`src/rtl/uart_rx_core.sv`:
```
// uart_rx_core: 16x oversampling UART receiver.
// Deframes 5-8 data bits, optional parity, 1 or 2 stop bits, and buffers good
// characters in a small circular FIFO drained over a valid/ready handshake.
module uart_rx_core #(
  parameter int FIFO_AW = 2
) (
  input  logic               mclk,
  input  logic               reset,
  input  logic               cfg_rx_en,
  input  logic [1:0]         cfg_data_bits,
  input  logic               cfg_stop_bits,
  input  logic               cfg_pri_en,
  input  logic               cfg_pri_even,
  input  logic [11:0]        cfg_baud_div,
  input  logic               rxd,
  output logic [7:0]         rx_data,
  output logic               rx_valid,
  input  logic               rx_ready,
  output logic [FIFO_AW:0]   rx_fifo_cnt,
  output logic               rx_busy,
  output logic               err_parity,
  output logic               err_frame,
  output logic               err_overrun
);
  localparam int DEPTH = 2 ** FIFO_AW;

  typedef enum logic [2:0] {IDLE, START, DATA, PARITY, STOP1, STOP2} state_t;
  state_t state_reg, state_next;

  logic sync_reg, rxd_s;
  logic start_det, tick;
  logic [1:0] sh_data_bits;
  logic sh_stop2, sh_pri_en, sh_pri_even;
  logic [11:0] sh_baud_div, baud_cnt;
  logic [3:0] samp_cnt;
  logic [2:0] bit_cnt;
  logic [7:0] shift_reg, char_data;
  logic pe_reg, fe_reg, par_exp, last_data;
  logic start_smp, data_smp, par_smp, stop1_smp, stop2_smp;
  logic frame_done, fe_now, push_req, pop, full, empty, wr_en, overrun;
  logic [FIFO_AW:0] wr_ptr, rd_ptr;
  logic [7:0] mem [DEPTH];
  logic err_parity_reg, err_frame_reg, err_overrun_reg;

  // Two-flop synchronizer; resets to the idle-high line level
  always_ff @(posedge mclk) begin
    if (reset) begin
      sync_reg <= 1'b1;
      rxd_s    <= 1'b1;
    end else begin
      sync_reg <= rxd;
      rxd_s    <= sync_reg;
    end
  end

  assign start_det = (state_reg == IDLE) && cfg_rx_en && !rxd_s;

  // Frame format is frozen at start detect so mid-frame cfg writes are harmless
  always_ff @(posedge mclk) begin
    if (reset) begin
      sh_data_bits <= 2'd0;
      sh_stop2     <= 1'b0;
      sh_pri_en    <= 1'b0;
      sh_pri_even  <= 1'b0;
      sh_baud_div  <= 12'd0;
    end else if (start_det) begin
      sh_data_bits <= cfg_data_bits;
      sh_stop2     <= cfg_stop_bits;
      sh_pri_en    <= cfg_pri_en;
      sh_pri_even  <= cfg_pri_even;
      sh_baud_div  <= cfg_baud_div;
    end
  end

  // Oversample tick divider, re-phased to the start edge
  always_ff @(posedge mclk) begin
    if (reset)
      baud_cnt <= 12'd0;
    else if (start_det)
      baud_cnt <= cfg_baud_div;
    else if (baud_cnt == 12'd0)
      baud_cnt <= sh_baud_div;
    else
      baud_cnt <= baud_cnt - 12'd1;
  end

  assign tick = (baud_cnt == 12'd0) && (state_reg != IDLE);

  // Tick count within a bit; cleared after the mid-start sample so every
  // later sample lands mid-bit when the count reaches 15
  always_ff @(posedge mclk) begin
    if (reset)
      samp_cnt <= 4'd0;
    else if (start_det || start_smp)
      samp_cnt <= 4'd0;
    else if (tick)
      samp_cnt <= samp_cnt + 4'd1;
  end

  assign last_data = (bit_cnt == ({1'b0, sh_data_bits} + 3'd4));
  assign char_data = shift_reg >> (2'd3 - sh_data_bits);
  assign par_exp   = (^char_data) ^ ~sh_pri_even;

  // Data shift register (LSB first, so data enters at the top) and error flags
  always_ff @(posedge mclk) begin
    if (reset || start_det) begin
      bit_cnt   <= 3'd0;
      shift_reg <= 8'd0;
      pe_reg    <= 1'b0;
      fe_reg    <= 1'b0;
    end else begin
      if (data_smp) begin
        shift_reg <= {rxd_s, shift_reg[7:1]};
        bit_cnt   <= bit_cnt + 3'd1;
      end
      if (par_smp && (rxd_s != par_exp))
        pe_reg <= 1'b1;
      if (stop1_smp && !rxd_s)
        fe_reg <= 1'b1;
    end
  end

  // FSM state register
  always_ff @(posedge mclk) begin
    if (reset)
      state_reg <= IDLE;
    else
      state_reg <= state_next;
  end

  // FSM next-state logic; losing the enable aborts any frame in progress
  always_comb begin
    state_next = state_reg;
    if (!cfg_rx_en && state_reg != IDLE) begin
      state_next = IDLE;
    end else begin
      case (state_reg)
        IDLE:   if (start_det) state_next = START;
        START:  if (start_smp) state_next = rxd_s ? IDLE : DATA;
        DATA:   if (data_smp && last_data) state_next = sh_pri_en ? PARITY : STOP1;
        PARITY: if (par_smp) state_next = STOP1;
        STOP1:  if (stop1_smp) state_next = sh_stop2 ? STOP2 : IDLE;
        STOP2:  if (stop2_smp) state_next = IDLE;
        default: state_next = IDLE;
      endcase
    end
  end

  // FSM outputs: busy flag and the per-state mid-bit sample strobes
  always_comb begin
    rx_busy   = (state_reg != IDLE);
    start_smp = 1'b0;
    data_smp  = 1'b0;
    par_smp   = 1'b0;
    stop1_smp = 1'b0;
    stop2_smp = 1'b0;
    case (state_reg)
      START:  start_smp = tick && (samp_cnt == 4'd7);
      DATA:   data_smp  = tick && (samp_cnt == 4'd15);
      PARITY: par_smp   = tick && (samp_cnt == 4'd15);
      STOP1:  stop1_smp = tick && (samp_cnt == 4'd15);
      STOP2:  stop2_smp = tick && (samp_cnt == 4'd15);
      default: ;
    endcase
  end

  assign frame_done = cfg_rx_en && ((stop1_smp && !sh_stop2) || stop2_smp);
  assign fe_now     = fe_reg || ((stop1_smp || stop2_smp) && !rxd_s);
  assign push_req   = frame_done && !fe_now && !pe_reg;

  assign empty   = (wr_ptr == rd_ptr);
  assign full    = (wr_ptr[FIFO_AW] != rd_ptr[FIFO_AW]) &&
                   (wr_ptr[FIFO_AW-1:0] == rd_ptr[FIFO_AW-1:0]);
  assign pop     = rx_valid && rx_ready;
  assign wr_en   = push_req && (!full || pop);
  assign overrun = push_req && full && !pop;

  // FIFO storage; a push into a full FIFO alongside a pop reuses the freed slot
  always_ff @(posedge mclk) begin
    if (wr_en)
      mem[wr_ptr[FIFO_AW-1:0]] <= char_data;
  end

  // FIFO pointers
  always_ff @(posedge mclk) begin
    if (reset) begin
      wr_ptr <= '0;
      rd_ptr <= '0;
    end else begin
      if (wr_en)
        wr_ptr <= wr_ptr + 1'b1;
      if (pop)
        rd_ptr <= rd_ptr + 1'b1;
    end
  end

  // Error pulses, aligned with the cycle a good character would appear
  always_ff @(posedge mclk) begin
    if (reset) begin
      err_parity_reg  <= 1'b0;
      err_frame_reg   <= 1'b0;
      err_overrun_reg <= 1'b0;
    end else begin
      err_frame_reg   <= frame_done && fe_now;
      err_parity_reg  <= frame_done && !fe_now && pe_reg;
      err_overrun_reg <= overrun;
    end
  end

  assign rx_valid    = !empty;
  assign rx_data     = rx_valid ? mem[rd_ptr[FIFO_AW-1:0]] : 8'd0;
  assign rx_fifo_cnt = wr_ptr - rd_ptr;
  assign err_parity  = err_parity_reg;
  assign err_frame   = err_frame_reg;
  assign err_overrun = err_overrun_reg;

endmodule

```
`config.mk`:
```
export PLATFORM = sky130hd
export DESIGN_NAME = uart_rx_core
export DESIGN_NICKNAME = d
export VERILOG_FILES = /design/src/rtl/uart_rx_core.sv
export SDC_FILE = /design/constraint.sdc
export NUM_CORES = 1
export LEC_CHECK = 0
export ABC_AREA = 1
export CAP_MARGIN = 30
export CORE_ASPECT_RATIO = 1.75
export CORE_MARGIN = 8
export CORE_UTILIZATION = 40
export CTS_BUF_LIST = sky130_fd_sc_hd__clkbuf_8
export DETAILED_ROUTE_END_ITERATION = 7
export PLACE_DENSITY = 0.69
export SKIP_CTS_REPAIR_TIMING = 1
export SLEW_MARGIN = 20
export SYNTH_ARGS = -nofsm -noshare
export SYNTH_HDL_FRONTEND = slang
export SYNTH_SLANG_ARGS = --single-unit
```
`constraint.sdc`:
```
create_clock -name mclk -period 3.6 [get_ports mclk]
set_input_delay 0.36 -clock mclk [delete_from_list [all_inputs] [get_ports mclk]]
set_output_delay 0.36 -clock mclk [all_outputs]
set_load 0.005 [all_outputs]
```
* Word-level counts from Yosys, hierarchy flattened
Memory sizes are Yosys's and may differ from the RTL's. A register that Yosys moved wholly into a read port is not among the register bits.
Index checks and enable logic that the tools add are counted.
** Storage, ports and cells
- Word-level logic and storage cells :: 113
- Input port bits :: 22
- Bits in registers :: 60
- Bits in writable memories :: 32
- Memories :: 1
- Output and inout bits :: 16
** Memory list
- mem :: depth 4, bits a word 8, read ports 1, clocked after memory_dff 1, write ports 1, line 42 : logic [7:0] mem [DEPTH];
** Cells by class
- Eq/ne operators :: 18
- Bitwise logic cells :: 2
- Multiplexer cells :: 22
- Shift operators :: 1
- $add $sub $neg :: 8
- Reductions and logical operators :: 42
** Operator list (number)
- $mux 12 :: 2
- $mux 3 :: 8
- $logic_and 1x1->1 :: 21
- $pmux 3 s6 :: 1
- $logic_not 12->1 :: 1
- $ne 2x2->1 const B :: 6
- $sub 12x1->12 const B :: 1
- $add 3x1->3 const B :: 3
- $logic_not 1->1 :: 8
- $mux 8 :: 1
- $reduce_xor 8->1 :: 1
- $shr 8x2->8 :: 1
- $mux 1 :: 7
- $eq 3x2->1 const B :: 2
- $eq 3x3->1 :: 2
- $eq 3x3->1 const B :: 2
- $logic_or 1x1->1 :: 6
- $mux 2 :: 3
- $reduce_and 6->1 :: 1
- $add 4x1->4 const B :: 1
- $eq 4x3->1 const B :: 1
- $eq 4x4->1 const B :: 1
- $reduce_or 2->1 :: 2
- $add 2x3->3 const B :: 1
- 9 further kinds :: 10

* Logic depth before layout (Yosys ltp)
- Depth in word-level cells :: 13
- Gate-level depth with buffers :: 14
- Mapped depth without buffers :: 14

* Least setup slack after synthesis
Ideal clock, no wire load.
- Path type :: register to register
- Start :: register baud_cnt[0]
- End :: memory mem[0][0], enable pin
- Cell stages (with the launch flop) :: 11
- Setup time :: 0.371 ns
- Slack :: 1.540 ns
- Arrival time :: 1.689 ns
- Path through :: dfxtp_1 inv_1 ha_1 nand2_2 nor2_4 nand3_4 nor2_4 nand3_2 nor2_2 nand2_2 nor2_1
** Between the ends
- Cells in the longest elaborated chain, start to end :: 13
- Elaborated cells on any way between the ends :: 17
** RTL lines
- start, declared :: line 34 : logic [11:0] sh_baud_div, baud_cnt;
- start signal, assigned :: line 80 : baud_cnt <= cfg_baud_div;
- start signal, assigned :: line 82 : baud_cnt <= sh_baud_div;
- start signal, assigned :: line 84 : baud_cnt <= baud_cnt - 12'd1;
- $logic_not 12->1 (*) :: line 87 : assign tick = (baud_cnt == 12'd0) && (state_reg != IDLE);
- $logic_and 1x1->1 (*) :: line 87
- $logic_and 1x1->1 (*) :: line 161, 162
- $mux 1 :: line 157 : case (state_reg)
- $logic_or 1x1->1 :: line 168 : assign fe_now = fe_reg || ((stop1_smp || stop2_smp) && !rxd_s);
- $logic_and 1x1->1 :: line 168
- $logic_or 1x1->1 :: line 168
- $logic_not 1->1 :: line 169 : assign push_req = frame_done && !fe_now && !pe_reg;
- $logic_and 1x1->1 (*) (2 in series) :: line 169
- $logic_and 1x1->1 (*) :: line 175 : assign wr_en = push_req && (!full || pop);
- $mux 1 (*) :: line 180 : if (wr_en)
- $mux 1 (not written as such) (*) :: line 181 : mem[wr_ptr[FIFO_AW-1:0]] <= char_data;
- end, declared :: line 42
Mark *: on every way between the ends. The rest lies on a longest branch, timed or not.

==> run metrics <==
status=finished clean; Vias/cell=5.08; synthesized net count=626; Placed Cells incl. Taps=748; Max Clk Rate=386 MHz; met2 track demand over resource=0.259; level count of the clock H-tree=3; starting density of the core=0.403; class of the worst hold path=reg -> reg; max FFs per register=32; global-route wire length before repair=17.0 mm; Mean Syn Cell Area=7.74 um2; post-placement worst setup slack=1230 ps; Die Footprint=15,300 um2; width of the die=96.9 um; commonest cells after routing, fill and taps aside=sky130_fd_sc_hd__nand2_1 (142), sky130_fd_sc_hd__nor2_1 (69), sky130_fd_sc_hd__o21ai_0 (63), sky130_fd_sc_hd__inv_1 (62), sky130_fd_sc_hd__dfxtp_1 (62); total negative slack for setup checks=0 ps; number of standard cells after synthesis=592; Pre-Repair DR Iteration Count=4; Peak VDD IR=0.000300 V; area overhead of the layout relative to synthesis=15.2%; worst slew margin relative to its limit=0.520; final weighted congestion in routability-driven placement=0.838; Req. time, crit path=3240 ps; number of antenna diodes=0; count of yosys warnings during synthesis=0; cell leakage power=2.20 nW; # nets final=658; Final HPWL DP=7.68 mm; average wire per cell in the routed design=13.0 um; final setup violation count=0; non-filler cells in the finished layout=764; Detailed Route WL=9.92 mm; transition at the pin with the smallest max-transition slack=719 ps; endpoint class of the critical path=primary output; number of rows created at floorplan=52; largest net degree at the start of global routing=26; layer with the highest usage=met2; worst clock skew=13.0 ps; Clock Tree Root=sky130_fd_sc_hd__clkbuf_8; Crit Path Max Fanout=17; Port Buffer Count=37; power density over the cells=554 nW/um2; overall die height=158 um; Cell variety after synth=35; TritonCTS clock tree=done; cells taking the most area after synthesis=sky130_fd_sc_hd__dfxtp_1 (27%), sky130_fd_sc_hd__edfxtp_1 (21%), sky130_fd_sc_hd__nand2_1 (12%); violation count after the first detailed-route iteration=169; post-synthesis register bit count=94; final antenna-violating net count=0; total track usage=0.136; most common cell after layout, fill and taps aside=sky130_fd_sc_hd__nand2_1; Worst Setup Path Type=reg -> out; post-route DRC violation count=0; initial antenna violation count=0; Post-Synthesis Cell Area=4580 um2; worst min-delay path startpoint=sync_reg; Synth top area share=0.271; Clk Latency, worst-skew pair=370 ps; via count of the first global-routing pass=3,866; number of cells on the worst hold path=1; number of top-level pins=38; worst endpoint data arrival time=2230 ps; Worst R2R Setup Slack=1270 ps; Reg2Reg Launch Point=baud_cnt[0]; slack of the critical path=1010 ps; Final Max Slew Viols=0; ratio of cells with drive above 1 in the final layout=0.0652; number of sinks on the clock net=94; GRT overflow=0; DR vias=3,878; leading area contributor after synthesis=sky130_fd_sc_hd__dfxtp_1; RSZ-0062 raised after global routing=false; met1 demand-to-capacity share in global routing=0.129; clock-pin transition on the worst setup and hold timing paths=90 ps; core box area=11,400 um2; CTS Buffer Depth=2; CTS buffer count=9; count of filler cells inserted in the layout=1,141; register area share after synthesis=0.480; met3 track demand over resource=0.0363; clock period minus final worst setup slack=2590 ps; reg-to-reg critical path endpoint=mem[1][5]; period utilisation layout=0.719; Register-to-Register Path Depth=10; Hold EP=rxd_s; Hold Violations, Final=0; startpoint class of the critical path=flop; count of max-cap constraint violations=0
-- layer usage --
layer | wire length, um | up-vias | part of all wire
li1 | - | 2012 | -
met4 | 295 | 0 | 0.030
met2 | 5380 | 79 | 0.54
met3 | 438 | 26 | 0.044
met5 | 0 | - | 0
met1 | 3810 | 1761 | 0.38
-- cell type report --
type | instances | area, um2 | area share
Sequential cell | 94 | 2200 | 0.417
Multi-Input combinational cell | 418 | 2070 | 0.393
Timing Repair Buffer | 39 | 385 | 0.0730
Inverter | 62 | 233 | 0.0441
Tap cell | 135 | 169 | 0.0320
Clock buffer | 10 | 138 | 0.0261
Clock inverter | 6 | 80.1 | 0.0152
-- cells by family after synthesis --
logic type      Yosys count  synth area share
xor+xnor                  6            0.0115
simple gates            297             0.289
buf+inv                  80            0.0672
fa+ha+maj                12            0.0344
flops                    94             0.480
compound gates          103             0.118
-- critical path: stages (launching register included) --
cell and delay, ps:
sky130_fd_sc_hd__dfxtp_1 660, sky130_fd_sc_hd__inv_1 330, sky130_fd_sc_hd__o21ai_0 300, sky130_fd_sc_hd__a21oi_1 100
sky130_fd_sc_hd__clkdlybuf4s50_1 460
-- through the flow --
stage,cell area (um2),hold slack [ps],total power [mW],util
5_1_grt,5280,456,3.13,0.464
3_5_place_dp,5060,399,2.19,0.445
2_1_floorplan,4580,389,1.93,-
3_3_place_gp,5060,397,2.16,0.445
6_report,5280,415,2.93,0.464
4_1_cts,5280,419,2.94,0.464
-- Yosys cell counts (all sizes together) --
cell	number
o211ai	2
nand4	8
inv	62
a21oi	30
nor2	80
nand2	146
o21ai	64
a41oi	1
a22oi	1
a211oi	1
nor3	5
nand3	52
ha	11
xnor2	2
edfxtp	32
o22ai	3
xor2	4
dfxtp	62
buf	5
nor4	2
fa	1
nand3b	1
a31oi	1
clkbuf	13
or2	3
-- where the power goes --
part	internal (mW)	switching, mW
clock network	0.405	0.351
registers	1.17	0.0822
logic	0.349	0.566
total	1.93	0.999
-- worst max-delay path by stage --
| stage | to | start | cells after the start | slack [ps] |
|---|---|---|---|---|
| 2_1_floorplan | mem[0][0] | baud_cnt[0] | 10 | 1540 |
| 6_report | rx_data[1] | flop | 4 | 1010 |
| 3_3_place_gp | mem[2][0] | cfg_rx_en | 7 | 1310 |
| 5_1_grt | rx_data[2] | flop | 4 | 790 |
| 3_5_place_dp | mem[1][2] | baud_cnt[0] | 10 | 1230 |
| 4_1_cts | rx_data[2] | flop | 4 | 960 |
(Power assumes the default switching activity.)
